<file path="src/rtl/char_physics.sv">
// -----------------------------------------------------------------------------
// char_physics
//
// Per-frame movement of the player character: horizontal walking with
// saturation at the playfield edges, plus a three-phase vertical model
// (GROUNDED / RISING / FALLING) with jump impulse, gravity, fall-speed cap,
// ceiling clamp and floor clamp. Landing height comes from the platform stage
// (on_ground / ground_y). Everything outside play holds the start position.
//
// Ports
//   clk          system clock
//   rst_n        asynchronous active-low reset
//   frame_tick   one-cycle pulse per video frame; all motion advances on it
//   btn_left     level, walk left
//   btn_right    level, walk right
//   btn_jump     level, jump request
//   game_active  2'd1 = play; any other value forces the start position
//   on_ground    landing flag from the platform stage
//   ground_y     snapped top-edge y from the platform stage
//   char_x       registered left edge
//   char_y       registered top edge
//   char_hgt     constant character size (width = height)
//   vel_y        registered unsigned vertical speed magnitude
//   phase        registered motion phase: 0 GROUNDED, 1 RISING, 2 FALLING
//   facing       registered direction: 0 right, 1 left
// -----------------------------------------------------------------------------
module char_physics #(
    parameter logic [11:0] X_START   = 12'd100,
    parameter logic [11:0] Y_START   = 12'd100,
    parameter logic [11:0] CHAR_HGT  = 12'd64,
    parameter logic [11:0] X_MAX     = 12'd960,
    parameter logic [11:0] Y_MAX     = 12'd704,
    parameter int          MOVE_STEP = 4,
    parameter int          JUMP_VEL  = 12,
    parameter int          GRAVITY   = 1,
    parameter int          MAX_FALL  = 5
) (
    input  logic        clk,
    input  logic        rst_n,
    input  logic        frame_tick,
    input  logic        btn_left,
    input  logic        btn_right,
    input  logic        btn_jump,
    input  logic [1:0]  game_active,
    input  logic        on_ground,
    input  logic [11:0] ground_y,
    output logic [11:0] char_x,
    output logic [11:0] char_y,
    output logic [11:0] char_hgt,
    output logic [4:0]  vel_y,
    output logic [1:0]  phase,
    output logic        facing
);

    localparam logic [11:0] STEP_12 = 12'(MOVE_STEP);
    localparam logic [4:0]  JUMP_5  = 5'(JUMP_VEL);
    localparam logic [4:0]  GRAV_5  = 5'(GRAVITY);
    localparam logic [4:0]  MAXF_5  = 5'(MAX_FALL);

    typedef enum logic [1:0] {
        PH_GROUNDED = 2'd0,
        PH_RISING   = 2'd1,
        PH_FALLING  = 2'd2,
        PH_UNUSED   = 2'd3
    } phase_t;

    logic [11:0] r_x;
    logic [11:0] r_y;
    logic [4:0]  r_vel;
    phase_t      r_phase;
    logic        r_facing;

    logic [11:0] w_x_nxt;
    logic [11:0] w_y_nxt;
    logic [4:0]  w_vel_nxt;
    phase_t      w_phase_nxt;
    logic        w_facing_nxt;

    // One extra bit on every sum/difference so overflow and underflow are
    // detected explicitly instead of wrapping.
    logic [12:0] w_x_sum;
    logic [12:0] w_y_sum;
    logic [12:0] w_y_diff;
    logic [5:0]  w_vel_inc;
    logic [5:0]  w_vel_dec;
    logic        w_play;

    assign w_x_sum   = {1'b0, r_x} + {1'b0, STEP_12};
    assign w_y_sum   = {1'b0, r_y} + {8'd0, r_vel};
    assign w_y_diff  = {1'b0, r_y} - {8'd0, r_vel};
    assign w_vel_inc = {1'b0, r_vel} + {1'b0, GRAV_5};
    assign w_vel_dec = {1'b0, r_vel} - {1'b0, GRAV_5};
    assign w_play    = (game_active == 2'd1);

    assign char_x   = r_x;
    assign char_y   = r_y;
    assign char_hgt = CHAR_HGT;
    assign vel_y    = r_vel;
    assign phase    = r_phase;
    assign facing   = r_facing;

    // State register. Leaving play reloads the start values on any edge,
    // without waiting for a frame tick.
    always_ff @(posedge clk or negedge rst_n) begin
        if (!rst_n) begin
            r_x      <= X_START;
            r_y      <= Y_START;
            r_vel    <= 5'd0;
            r_phase  <= PH_FALLING;
            r_facing <= 1'b0;
        end else if (!w_play) begin
            r_x      <= X_START;
            r_y      <= Y_START;
            r_vel    <= 5'd0;
            r_phase  <= PH_FALLING;
            r_facing <= 1'b0;
        end else if (frame_tick) begin
            r_x      <= w_x_nxt;
            r_y      <= w_y_nxt;
            r_vel    <= w_vel_nxt;
            r_phase  <= w_phase_nxt;
            r_facing <= w_facing_nxt;
        end
    end

    // Next-state for one frame of motion.
    always_comb begin
        w_x_nxt      = r_x;
        w_y_nxt      = r_y;
        w_vel_nxt    = r_vel;
        w_phase_nxt  = r_phase;
        w_facing_nxt = r_facing;

        // Horizontal: independent of phase; both buttons cancel out.
        if (btn_left && !btn_right) begin
            w_facing_nxt = 1'b1;
            w_x_nxt      = (r_x < STEP_12) ? 12'd0 : (r_x - STEP_12);
        end else if (btn_right && !btn_left) begin
            w_facing_nxt = 1'b0;
            w_x_nxt      = (w_x_sum > {1'b0, X_MAX}) ? X_MAX : w_x_sum[11:0];
        end

        case (r_phase)
            PH_GROUNDED: begin
                if (btn_jump && on_ground) begin
                    // y stays put this frame; the first step happens in RISING.
                    w_phase_nxt = PH_RISING;
                    w_vel_nxt   = JUMP_5;
                end else if (!on_ground) begin
                    w_phase_nxt = PH_FALLING;
                    w_vel_nxt   = 5'd0;
                end else begin
                    w_y_nxt   = ground_y;
                    w_vel_nxt = 5'd0;
                end
            end
            PH_RISING: begin
                // on_ground deliberately ignored: platforms only catch a falling body.
                if (w_y_diff[12]) begin
                    // Speed larger than distance to the top: clamp at the ceiling.
                    w_y_nxt     = 12'd0;
                    w_vel_nxt   = 5'd0;
                    w_phase_nxt = PH_FALLING;
                end else begin
                    w_y_nxt = w_y_diff[11:0];
                    if (w_vel_dec[5] || (w_vel_dec[4:0] == 5'd0)) begin
                        w_vel_nxt   = 5'd0;
                        w_phase_nxt = PH_FALLING;
                    end else begin
                        w_vel_nxt = w_vel_dec[4:0];
                    end
                end
            end
            PH_FALLING: begin
                // A landing frame never also consumes the jump button, so a
                // held jump waits at least one GROUNDED frame.
                if (on_ground) begin
                    w_y_nxt     = ground_y;
                    w_vel_nxt   = 5'd0;
                    w_phase_nxt = PH_GROUNDED;
                end else if (w_y_sum >= {1'b0, Y_MAX}) begin
                    w_y_nxt     = Y_MAX;
                    w_vel_nxt   = 5'd0;
                    w_phase_nxt = PH_GROUNDED;
                end else begin
                    w_y_nxt   = w_y_sum[11:0];
                    w_vel_nxt = (w_vel_inc > {1'b0, MAXF_5}) ? MAXF_5 : w_vel_inc[4:0];
                end
            end
            default: begin
                w_phase_nxt = PH_FALLING;
            end
        endcase
    end

endmodule

</file>
<file path="config.mk">
export PLATFORM = sky130hd
export DESIGN_NAME = char_physics
export DESIGN_NICKNAME = d
export VERILOG_FILES = /design/src/rtl/char_physics.sv
export SDC_FILE = /design/constraint.sdc
export NUM_CORES = 1
export LEC_CHECK = 0
export CORE_MARGIN = 2
export CORE_UTILIZATION = 52
export DETAILED_ROUTE_END_ITERATION = 7
export HOLD_SLACK_MARGIN = 0.03
export PLACE_DENSITY = 0.88
export SETUP_SLACK_MARGIN = 0.3
export SYNTH_ARGS = -nofsm -noshare
export SYNTH_HDL_FRONTEND = slang
export SYNTH_SLANG_ARGS = --single-unit
</file>
<file path="constraint.sdc">
create_clock -name clk -period 3.5 [get_ports clk]
set_input_delay 0.7 -clock clk [delete_from_list [all_inputs] [get_ports clk]]
set_output_delay 0.7 -clock clk [all_outputs]
set_load 0.02 [all_outputs]
</file>
# [Yosys cells after proc, flatten, opt, wreduce, memory -nomap -nowiden]
# Cells that the tools add are included.
[word_totals] register_bits=32 inputBits=21 output_inout_bits=44 elab_cells=74
[classes] addsub=6 order_cmp=4 eq_ne=11 n_mux=36 n_reduce_logical=12
[ops] op="two-way mux 12 bit" count=13
[ops] op="one-hot mux 12 bit (3 select lines)" count=1
[ops] op="two-way mux 5 bit" count=7
[ops] op="two-way mux 2 bit" count=8
[ops] op="one-hot mux 5 bit (3 select lines)" count=1
[ops] op="adder 12 x 3 -> 13 bit (second input constant)" count=1
[ops] op="adder 12 x 5 -> 13 bit" count=1
[ops] op=">= comparator 13 x 10 -> 1 bit (second input constant)" count=1
[ops] op="greater-than comparator 13 x 10 -> 1 bit (second input constant)" count=1
[ops] op="subtractor 12 x 5 -> 13 bit" count=1
[ops] op="less-than comparator 12 x 3 -> 1 bit (second input constant)" count=1
[ops] op="inequality test 4 bit (second input constant)" count=3
[ops] op="subtractor 12 x 3 -> 12 bit (second input constant)" count=1
[ops] op="AND reduction 4 bit" count=2
[ops] op="adder 5 x 1 -> 6 bit (second input constant)" count=1
[ops] op="greater-than comparator 6 x 3 -> 1 bit (second input constant)" count=1
[ops] op="inequality test 3 bit (second input constant)" count=2
[ops] op="one-hot mux 2 bit (3 select lines)" count=1
[ops] op="subtractor 5 x 1 -> 6 bit (second input constant)" count=1
[ops] op="logical NOT 5 bit" count=1
[ops] op="equality test 2 x 1 -> 1 bit (second input constant)" count=2
[ops] op="two-way mux 1 bit" count=4
[ops] op="two-way mux 4 bit" count=1
[ops] op="inequality test 4 x 1 -> 1 bit (second input constant)" count=1
[ops] op="8 further kinds" count=12

# [Longest topological paths before layout]
# Gate-level depths: netlist (run 1).
[depth] depth_word=8 ltp_mapped=12 depth_no_buf=11

# [Worst setup path before layout (run 1)]
# OpenSTA, ideal clock, no wires.
[synth_path] path_type="register to register" startpoint="register r_vel[0], in the netlist vel_y[0]" endpoint="register r_y[8], in the netlist char_y[8]" setup_ps=80 arrival_ps=2979 required_ps=3420 setup_slack_ps=441 path_stages_with_launch=11 path_buffers=0 synth_period_minus_slack_ps=3059 cell_sequence="dfrtp_1 > ha_1 > inv_1 > fa_1 > o21bai_4 > a211oi_2 > nor2_1 > mux2_4 > a2111o_1 > or4_1 > o211ai_2"
[synth_between] elab_chain_len=7 word_cells_on_any_way=9 cone_classes="add/sub: 2; order compare: 1; mux: 6"
[synth_rtl] item="start, declared" line_no="69" source="logic [4:0] r_vel;"
[synth_rtl] item="start signal, assigned" line_no="120" source="r_vel <= w_vel_nxt;"
[synth_rtl] item="adder 12 x 5 -> 13 bit" line_no="89" source="assign w_y_sum = {1'b0, r_y} + {8'd0, r_vel};"
[synth_rtl] item=">= comparator 13 x 10 -> 1 bit" line_no="181" source="end else if (w_y_sum >= {1'b0, Y_MAX}) begin"
[synth_rtl] item="two-way mux 12 bit" line_no="181"
[synth_rtl] item="two-way mux 12 bit" line_no="177" source="if (on_ground) begin"
[synth_rtl] item="one-hot mux 12 bit (3 select lines) *" line_no="143" source="case (r_phase)"
[synth_rtl] item="two-way mux 12 bit *" line_no="117" source="end else if (frame_tick) begin"
[synth_rtl] item="two-way mux 12 bit *" line_no="111" source="end else if (!w_play) begin"
[synth_rtl] item="end signal, assigned" line_no="119" source="r_y <= w_y_nxt;"
[synth_rtl] item="end, declared" line_no="68" source="logic [11:0] r_y;"
# Mark *: on every way between the ends. The rest lies on a longest branch, timed or not. The select of a mux whose other input is x is not followed.
# A chain may end at the register's enable or synchronous reset.

# [Final worst setup path (run 1)]
[layout_path] startpoint="register r_vel[4], in the netlist vel_y[4]" endpoint="register r_y[8], in the netlist char_y[8]"
# The elaborated chain is that of the path after synthesis.

==> results of run 1 <==
-- synthesized netlist by cell type (3+ instances only) --
| cell | number |
|---|---|
| a211oi_1 | 5 |
| a21o_1 | 3 |
| a21oi_1 | 26 |
| a22o_1 | 4 |
| a22oi_1 | 3 |
| a31oi_1 | 7 |
| and2_1 | 5 |
| and3_1 | 5 |
| buf_1 | 3 |
| buf_4 | 15 |
| clkbuf_1 | 15 |
| dfrtp_1 | 23 |
| dfstp_2 | 7 |
| ha_1 | 19 |
| inv_1 | 21 |
| mux2i_1 | 5 |
| nand2_1 | 39 |
| nand2b_1 | 9 |
| nand3_1 | 18 |
| nand4_1 | 6 |
| nor2_1 | 35 |
| nor2b_1 | 6 |
| nor3_1 | 14 |
| nor4_1 | 4 |
| o211ai_1 | 3 |
| o21ai_0 | 37 |
| o21ai_1 | 6 |
| o22ai_1 | 3 |
| o311ai_0 | 3 |
| o31ai_1 | 5 |
| or4_1 | 5 |
| xnor2_1 | 7 |
| xor2_1 | 7 |
-- metrics by stage --
stage | instance area [um^2] | instances | worst slack [ns]
after detailed placement | 3790 | 538 | 0.286
after floorplan | 3330 | 440 | 0.441
after CTS | 3890 | 546 | 0.330
final | 3930 | 547 | 0.391
after global routing | 3930 | 547 | 0.302
after global placement | 3790 | 538 | 0.448
-- worst register-to-register path, stage by stage (launching register included) --
cell and delay [ns]:
dfrtp_1 0.47, inv_1 0.17, ha_2 0.37, nor2b_1 0.33
a211oi_2 0.08, nor2_1 0.15, mux2_4 0.34, a2111o_1 0.52
or4_1 0.53, o211ai_2 0.09
-- kinds of logic (layout without fill, tap and decap cells) --
logic type / after synthesis / count (layout) / share of synthesized area (%)
AO/OA/AOI/OAI: 135 / 135 / 28.7
XOR/XNOR: 14 / 14 / 3.73
adder cells (fa/ha/maj): 22 / 22 / 8.75
buffers and inverters: 57 / 89 / 8.52
flip-flops: 30 / 30 / 23.1
multiplexers: 6 / 6 / 1.98
other: 2 / 14 / 0.228
AND/OR/NAND/NOR: 162 / 162 / 25.0
-- layer usage --
layer  up-vias  GRT usage (%)
met5         -              0
met4         0           9.97
met3        32           6.73
met2       187           46.6
met1      1642           35.4
li1       1623              -
-- where the power goes --
| group | internal, uW | total [uW] | switching (uW) |
|---|---|---|---|
| Combinational | 94.5 | 240 | 146 |
| Sequential | 357 | 375 | 17.4 |
| Clock | 159 | 312 | 153 |
-- state kept, by name, summed over array words and instances, names as in the netlist --
name / cells
char_y: 12
phase: 2
vel_y: 5
char_x: 10
facing: 1
-- what timing repair did --
| item | CTS | global route |
|---|---|---|
| setup buffers | 0 | 1 |
| pin swaps | 0 | 2 |
| hold endpoints to repair | 0 | 0 |
| gates resized for setup | 1 | 13 |
| setup endpoints to repair | 1 | 11 |
-- final cells by class --
cell class | count | area (um^2) | share of cell area [%]
Clock buffer | 7 | 86.3 | 2.20
Clock inverter | 1 | 5.00 | 0.127
Inverter | 21 | 78.8 | 2.01
Multi-Input combinational cell | 353 | 2320 | 59.2
Sequential cell | 30 | 762 | 19.4
Tap cell | 75 | 93.8 | 2.39
Timing Repair Buffer | 60 | 576 | 14.7
-- worst paths after layout --
path | start | to | depth (start not counted)
max in group asynchronous | rst_n | char_x[6] | 2
max | vel_y[4] | char_y[8] | 9
min | facing | facing | 1
max reg2reg | vel_y[4] | char_y[8] | 9
min reg2reg | facing | facing | 1
min in group asynchronous | rst_n | vel_y[4] | 2
==> flow_summary.json, run 1 <==
{
  "drt_iter0_markers": 348,
  "final_cell_mix": "clkdlybuf4s50_1 (50), nand2_1 (38), o21ai_0 (37)",
  "clock_latency_ns": 0.29,
  "cts_buffer_depth": 2,
  "avgSynthCellArea_um2": 7.68,
  "rows": 28,
  "max-cap-violations": 0,
  "first_pass_iters": 5,
  "reg2reg_slack_ns": 0.39,
  "cts_tree": "done",
  "end_kind": "register",
  "syn_inst": 428,
  "ys_seq_area_share_pct": 23.1,
  "worstSetupPathType": "reg -> reg",
  "cts-htree-levels": 2,
  "grt_pass1_wl_um": 16100,
  "cts_made_buffers": 5,
  "dp_hpwl_um": 7110,
  "clock.fmax_ghz": 0.322,
  "utilization_pct": 65.2,
  "grt_overflow_total": 0,
  "wl_met2_um": 4700,
  "drive_above_1_share_pct": 10.4,
  "min_period_ns": 3.11,
  "power_density_nw_per_um2": 236,
  "cts-root-buf": "clkbuf_8",
  "num_antenna_cells": 0,
  "drt-met1-wl_um": 4060,
  "synth_ff_type": "dfrtp_1",
  "drt-total-wl_um": 9820,
  "initial_core_util_pct": 54.6,
  "crit_path_max_incr_delay_ns": 0.53,
  "nets": 513,
  "fin_worst_skew_ns": 0.00700,
  "cts_hold_buffers": 0,
  "grt_pass1_vias": 3364,
  "place_congestion": 0.939,
  "timing.slew.headroom_pct": 56.2,
  "wl_per_cell_um": 18.0,
  "finalMaxSlewViolations": 0,
  "highest_layer": "met4",
  "grt_max_degree": 31,
  "final-hold-violation-count": 0,
  "critPathBufInv": 1,
  "clock_sinks": 30,
  "port-buffer-count": 50,
  "synth_edf_count": 0,
  "setup_viol": 0,
  "path_delay_family": "simple AND/OR/NAND/NOR gates",
  "die_area_um2": 6980,
  "floorplan.die.width_um": 83.5,
  "holdCritPathClass": "reg -> reg",
  "crit_required_ns": 3.72,
  "slowest_stage": "or4_1",
  "status": "completed",
  "startpoint_type": "register",
  "rsz0062_at_grt": "false",
  "drtAntennaViolNets": 0,
  "yosys.area.top_type": "dfrtp_1",
  "vias": 3484,
  "core_area_um2": 6030,
  "wl_met3_um": 849,
  "grt_use_total_pct": 28.0,
  "worst_ep_arrival_time_ns": 3.33,
  "finalPower_uw": 927,
  "worst_slew_pin_slew_ns": 0.650,
  "final_common_cell": "clkdlybuf4s50_1",
  "fillers": 493,
  "die_h_um": 83.5,
  "netlist_area_um2": 3290,
  "async_flop_share_pct": 100,
  "p_leak_uw": 0.00154,
  "yosysWarningCount": 0,
  "vias_per_cell": 6.37,
  "yosys-top-cells-area": "dfrtp_1 (18%), ha_1 (7.2%), o21ai_0 (5.6%)",
  "fin_tns_setup_ns": 0,
  "clkTransAtPathRegs_ns": 0.08,
  "max-vdd-ir-drop_mv": 0.156,
  "crit_chain": "inv_1, ha_2, nor2b_1, a211oi_2, nor2_1, mux2_4, a2111o_1, or4_1, o211ai_2",
  "ys_types": 74,
  "path_max_fanout": 9,
  "drc": 0,
  "ys_seq_elements": 30,
  "pin_count": 65,
  "syn2layout_area_growth_pct": 19.4,
  "period_share_pct": 88.8,
  "holdWs_ns": 0.528,
  "synth_top_area_share_pct": 17.5,
  "grt_antenna_before_repair": 0
}
No activity file was read; power rests on OpenSTA's default activity.
==> run 2: changes to the inputs <==
Settings changed: GPL_ROUTABILITY_DRIVEN from default to 0.
==> flow_summary.json, run 2 (synthesis gave the netlist of run 1 again) <==
{
  "finalWorstSetupSlack_ns": 0.373,
  "dp_hpwl_um": 7140,
  "die_h_um": 83.5,
  "core_area_um2": 6030,
  "num_antenna_cells": 0,
  "cts_buffer_depth": 2,
  "clock_sinks": 30,
  "grt_overflow_total": 0,
  "worst_ep_arrival_time_ns": 3.34,
  "syn2layout_area_growth_pct": 18.9,
  "max-cap-violations": 0,
  "nets": 513,
  "pin_count": 65,
  "fin_tns_setup_ns": 0,
  "max-vdd-ir-drop_mv": 0.148,
  "grt_pass1_wl_um": 15800,
  "vias": 3532,
  "status": "finished, violations left",
  "drc": 1,
  "grt_use_total_pct": 27.6,
  "worst_slew_pin_slew_ns": 0.738,
  "fillers": 525,
  "power_density_nw_per_um2": 237,
  "min_period_ns": 3.13,
  "hold_start": "facing",
  "period_share_pct": 89.3,
  "clock_latency_ns": 0.30,
  "worstSetupPathType": "reg -> reg",
  "floorplan.die.width_um": 83.5,
  "cts_hold_buffers": 0,
  "finalPower_uw": 926,
  "stdcell_count": 547,
  "initial_core_util_pct": 54.6,
  "largest_reg_flops": 12,
  "drt-total-wl_um": 9770,
  "rsz0062_at_grt": "true",
  "cts-root-buf": "clkbuf_8",
  "die_area_um2": 6980,
  "cp-startpoint": "vel_y[1]",
  "clock.fmax_ghz": 0.320,
  "drtAntennaViolNets": 0,
  "fin_worst_skew_ns": 0.00985,
  "grt_pass1_vias": 3287,
  "startpoint_type": "register",
  "violations": "design-rule violations",
  "end_kind": "register",
  "place_inst": 538,
  "grt_antenna_before_repair": 0,
  "final_common_cell": "clkdlybuf4s50_1",
  "first_pass_iters": 8,
  "dp_slack_ns": 0.410,
  "drt_iter0_markers": 472,
  "vias_per_cell": 6.46,
  "final-hold-violation-count": 0,
  "final_cell_mix": "clkdlybuf4s50_1 (50), nand2_1 (39), o21ai_0 (37)",
  "port-buffer-count": 50,
  "wl_per_cell_um": 17.9,
  "cts_made_buffers": 5,
  "rows": 28,
  "clkTransAtPathRegs_ns": 0.07,
  "p_leak_uw": 0.00153,
  "drive_above_1_share_pct": 9.32,
  "crit_required_ns": 3.71,
  "cts-htree-levels": 2,
  "path_max_fanout": 7,
  "finalMaxSlewViolations": 0,
  "grt_max_degree": 31,
  "setup_viol": 0,
  "cts_tree": "done",
  "worstReg2RegStart": "vel_y[1]",
  "timing.slew.headroom_pct": 50.6,
  "holdCritPathClass": "reg -> reg"
}
-- run 2: metrics by stage --
stage                     hold slack (ns)  instance area, um^2  utilization, %
final                               0.527                 3910            64.9
after global routing                0.546                 3910            64.9
after CTS                           0.534                 3880            64.5
after detailed placement            0.507                 3790            63.0
after global placement              0.499                 3790            63.0
after floorplan                     0.404                 3330               -
-- run 2: worst max-delay path, cell delays in order (launching register included) --
cell and delay [ns]:
dfrtp_2 0.46, inv_1 0.22, ha_1 0.32, nor2b_1 0.25, o311ai_4 0.16, o21ai_0 0.28, o221ai_2 0.19, a2111o_1 0.57
or4_1 0.52, o211ai_2 0.08
-- run 2: routing by layer --
| layer | global-route usage (%) | part of all wire [%] | vias up | wire length, um |
|---|---|---|---|---|
| met1 | 34.0 | 40 | 1622 | 3880 |
| met3 | 7.22 | 10 | 40 | 979 |
| met2 | 46.1 | 48 | 236 | 4640 |
| met4 | 10.6 | 2.8 | 0 | 273 |
| met5 | 0 | 0 | - | 0 |
| li1 | - | - | 1634 | - |
-- run 2: layout make-up --
cell class / count / area [um^2] / share of cell area [%]
inverter: 21 / 78.8 / 2.02
multi-input combinational: 353 / 2310 / 59.0
clock buffer: 7 / 86.3 / 2.21
sequential: 30 / 762 / 19.5
tap: 75 / 93.8 / 2.40
timing repair buffer: 60 / 576 / 14.7
clock inverter: 1 / 5.00 / 0.128
-- run 2: path summary, 6_finish.rpt --
kind	cells past startpoint	slack (ns)	to
worst max-delay path	9	0.37	char_y[8]
worst min-delay path	1	0.53	facing
worst max register to register	9	0.37	char_y[8]
worst min register to register	1	0.53	facing
max in group asynchronous	2	2.36	char_y[5]
min in group asynchronous	2	0.79	char_y[1]
-- run 2: repair_timing --
action,in CTS,in global routing
buffers inserted,0,1
endpoints found under the setup margin,0,7
gates resized for setup,0,8
-- run 2: power breakdown --
part	internal, uW	leakage [uW]	switching, uW
Clock	159	0.0000482	154
Combinational	94.6	0.00110	144
Sequential	357	0.000390	17.4
